**src/rtl/sat_counter.sv**
```systemverilog
// Saturating up-counter; clear has priority over increment.
module sat_counter #(
    parameter int unsigned WIDTH = 8
) (
    input  logic             clk,
    input  logic             rst_n,
    input  logic             i_inc,
    input  logic             i_clr,
    output logic [WIDTH-1:0] o_count
);

    logic [WIDTH-1:0] r_count;

    always_ff @(posedge clk or negedge rst_n) begin
        if (!rst_n) begin
            r_count <= '0;
        end else if (i_clr) begin
            r_count <= '0;
        end else if (i_inc && (r_count != '1)) begin
            r_count <= r_count + WIDTH'(1);
        end
    end

    assign o_count = r_count;

endmodule

```
**config.mk**
```make
export PLATFORM = sky130hd
export DESIGN_NAME = sat_counter
export DESIGN_NICKNAME = d
export VERILOG_FILES = /design/src/rtl/sat_counter.sv
export SDC_FILE = /design/constraint.sdc
export NUM_CORES = 1
export LEC_CHECK = 0
export CORE_UTILIZATION = 35
export DETAILED_ROUTE_END_ITERATION = 6
export GPL_ROUTABILITY_DRIVEN = 1
export PLACE_DENSITY = 0.62
export SYNTH_ARGS = -nofsm -noshare
export SYNTH_HDL_FRONTEND = slang
export SYNTH_SLANG_ARGS = --single-unit
```
**constraint.sdc**
```tcl
create_clock -name clk -period 3.8 [get_ports clk]
set_input_delay 1.14 -clock clk [delete_from_list [all_inputs] [get_ports clk]]
set_output_delay 1.14 -clock clk [all_outputs]
set_load 0.03 [all_outputs]
```
# == Word-level counts from Yosys, hierarchy flattened ==
# Index checks and enable logic that the tools add are counted.
# word_totals
wordCells,7
input_bits,4
register_bits,8
out_inout_bits,8
# op_classes
eq_ne,1
reduce_logical,2
muxes,2
n_addsub,1
# ops
cell,n
8-bit 2-to-1 mux,2
8-bit by 1-bit adder with 8-bit output (second input constant),1
8-bit inequality test (second input constant),1
2-bit nonzero test,1
1-bit logical AND,1

# == Depth between registers and ports, before layout ==
# logic_depth
ltp_word,4
mapped_depth,4
depth_no_buf,4

# == Least setup slack after synthesis ==
# OpenSTA, ideal clock, no wires.
# synth_path
kind,input -> register
startpoint,input port i_inc
endpoint,register r_count[7] (netlist: o_count[7])
cell_stages,4
setup_ps,94
t_arrival_ps,1928
path_buffers,1
slack_ps,1778
t_required_ps,3706
cell_sequence,buf_2 > nand3_1 > or3_1 > a211oi_1
# synth_via
elab_chain_len,2
# synth_lines
item,line_no,source
"start, declared",7,"input logic i_inc,"
1-bit logical AND,19,end else if (i_inc && (r_count != '1)) begin
2-bit nonzero test (no line),-,
"end signal, assigned",20,r_count <= r_count + WIDTH'(1);
"end, declared",12,logic [WIDTH-1:0] r_count;
# No other way between the ends.
# A chain may end at the register's enable or synchronous reset.

# == Worst setup path after layout ==
# layout_path
startpoint,register r_count[2] (netlist: o_count[2])
endpoint,output port o_count[2]
# layout_rtl
item,line_no,source
"end, declared",9,output logic [WIDTH-1:0] o_count
# No word-level cell between the ends.

==> results.toml <==
[status]
status = "complete, no violations"

[pwr]
power_leakage_nw = 0.238
ir_worst_vdd_v = 0.000207
powerDensity_nw_per_um2 = 292
comb_power_share_pct = 12.8
p_switching_mw = 0.0429
p_int_mw = 0.134
clockPowerShare_pct = 36.0
pwr-share-seq_pct = 51.2
swShare_pct = 24.3

[sta]
setup_viol = 0
min_period_ns = 2.55
tightest_slew_ns = 0.357
maxSlewViolCount = 0
setup_tns_ns = 0
hold_violations = 0
finClkSkew_ns = 0.00426
period_share_pct = 67.2
finalWorstSetupSlack_ns = 1.25
rsz0062_at_grt = "false"
hold_ws_ns = 0.582
fmax_mhz = 392
slew_headroom_pct = 75.6

[synthesis]
syn_area_per_cell_sq_um = 9.47
synthesis.nets = 54
synth_top_area_cell = "dfrtp_1"
synth_top_area_share_pct = 43.1
synth_area_sq_um = 464
synth_seq_cells = 8
synth_cell_types = 28
synth_warnings = 0
yosysSeqAreaShare_pct = 43.1
ys_top_cells_by_area = "dfrtp_1, mux2_2, nor3_1"
synth_cells = 49

[worst_setup_path]
r2r_cells = 4
regToRegSetupSlack_ns = 2.07
timing.rr.start = "o_count[0]"
path_max_fanout = 7
crit_cells = 1
worst-setup-path-type = "reg2out"
r2r-end = "o_count[0]"
cp.arrival_ns = 1.41
path_buf_inv = 1
critPathLaunchType = "flop"
end_kind = "output pin"
path_delay_family = "buffers and inverters"
cp_cell_sequence = "clkdlybuf4s50_1"
worstSetupEndpoint = "o_count[2]"
crit_start = "o_count[2]"
required_ns = 2.66
slowest_stage = "clkdlybuf4s50_1"
critPathMaxStageDelay_ns = 0.71

[cts]
cts_buffer_depth = 2
hold_buffers = 0
root_buffer = "clkbuf_4"
htree_levels = 1
worstSkewPairLatency_ns = 0.25
cts_setup_buffers = 0
cts_buffers = 3
cts_resized = 0
cts_sinks = 8
clk_pin_slew_ns = 0.05
cts_tree = "yes"

[grt]
grt_max_degree = 12
grt_pass1_wl_mm = 1.61
grt_antenna_before_repair = 0
grt_usage_pct = 16.9
overflow = 0
grt_pass1_vias = 364

[cells_and_area]
fin_nets = 68
layout-drive-gt1-share_pct = 11.5
final_util_pct = 51.7
largest_reg_flops = 8
synthToLayoutAreaGrowth_pct = 30.5
fillers = 118
antennaDiodeCount = 0

[route]
vias = 411
drt-total-wl_um = 957
viasPerCell = 5.48
route.detailed.drc = 0
dr.pass1.iters = 3
drt_iter0_drc = 5
ant_nets = 0
wl_per_cell_um = 12.8

[placement]
dp_slack_ns = 1.20
gp_congestion = 0.705
io_buffers = 11

[die]
fp.dieW_um = 38.4
initial_core_util_pct = 39.6
die_area_sq_um = 1480
ios = 12
num_rows = 12
die_h_um = 38.4
core_area_sq_um = 1170

[hold_path]
hp-class = "reg2reg"

[flow_run]
cap_viol_max_count = 0
-- area by class of cell --
type	count	area [sq um]	area share, %
flip-flops and latches	8	200	33.1
clock buffers	3	22.5	3.72
inverters	2	7.51	1.24
well taps	14	17.5	2.89
repair buffers	11	110	18.2
multi-input cells	37	248	40.9
-- power groups by stage --
stage | sequential, mW | combinational (mW) | clock [mW]
finish | 0.0904 | 0.0226 | 0.0636
global route | 0.0907 | 0.0246 | 0.0747
CTS | 0.0903 | 0.0229 | 0.0667
detailed placement | 0.0917 | 0.0227 | 0
global placement | 0.0918 | 0.0226 | 0
floorplan | 0.0955 | 0.00868 | 0
-- cell families after synthesis --
group	Yosys count	synth area share, %
buf+inv	4	3.50
fa+ha+maj	1	2.69
flops	8	43.1
simple gates	24	31.0
mux	3	7.01
compound gates	9	12.7
-- through the flow --
step                      instances  cell area (sq um)  power, mW
after floorplan                  49                464      0.104
after global placement           72                583      0.114
after detailed placement         72                583      0.114
after CTS                        75                606      0.180
after global routing             75                606      0.190
final                            75                606      0.177
-- synthesized netlist by cell type --
master / count
a2111oi_0: 1
a31oi_1: 1
and3_1: 1
nor3b_1: 1
nor2b_1: 3
ha_1: 1
nand2_1: 2
and4_2: 1
inv_1: 2
nor2_1: 2
nand3_1: 2
nand4_1: 1
nand3_2: 1
a211oi_1: 1
a21oi_1: 3
buf_2: 1
mux2i_1: 1
nor4_1: 1
o21ai_0: 1
nor3_1: 4
dfrtp_1: 8
a41oi_1: 1
or3_1: 1
and4_1: 1
nand2b_1: 3
mux2_2: 2
clkbuf_1: 1
a21boi_1: 1
-- worst min-delay path by stage --
stage,start,to,depth (start not counted)
2_1_floorplan,o_count[7],o_count[7],2
3_3_place_gp,o_count[7],o_count[7],2
3_5_place_dp,o_count[7],o_count[7],2
4_1_cts,o_count[7],o_count[7],2
5_1_grt,o_count[7],o_count[7],2
6_report,o_count[7],o_count[7],2
-- routing by layer --
layer / up-vias / track usage [%] / wire [um]
met5: - / 0 / 0
met2: 12 / 25.0 / 408
met1: 192 / 20.1 / 471
li1: 205 / - / -
met4: 0 / 5.17 / 11
met3: 2 / 10.5 / 65
-- cells in the final DEF, fill, tap and decap left out, types with 2 or more instances in the layout --
cell type / Yosys / final
clkdlybuf4s50_1: 0 / 11
nand3_1: 2 / 2
nor2_1: 2 / 2
nor2b_1: 3 / 3
a21oi_1: 3 / 3
nand2b_1: 3 / 3
nor3_1: 4 / 4
inv_1: 2 / 2
dfrtp_1: 8 / 8
nand2_1: 2 / 2
clkbuf_4: 0 / 3
mux2_2: 2 / 2
-- worst min-delay path, cell delays in order, from the launching register on --
cell and delay, ns:
dfrtp_1 0.42, inv_1 0.07, a211oi_1 0.05
Power figures use the tool's default switching activity.
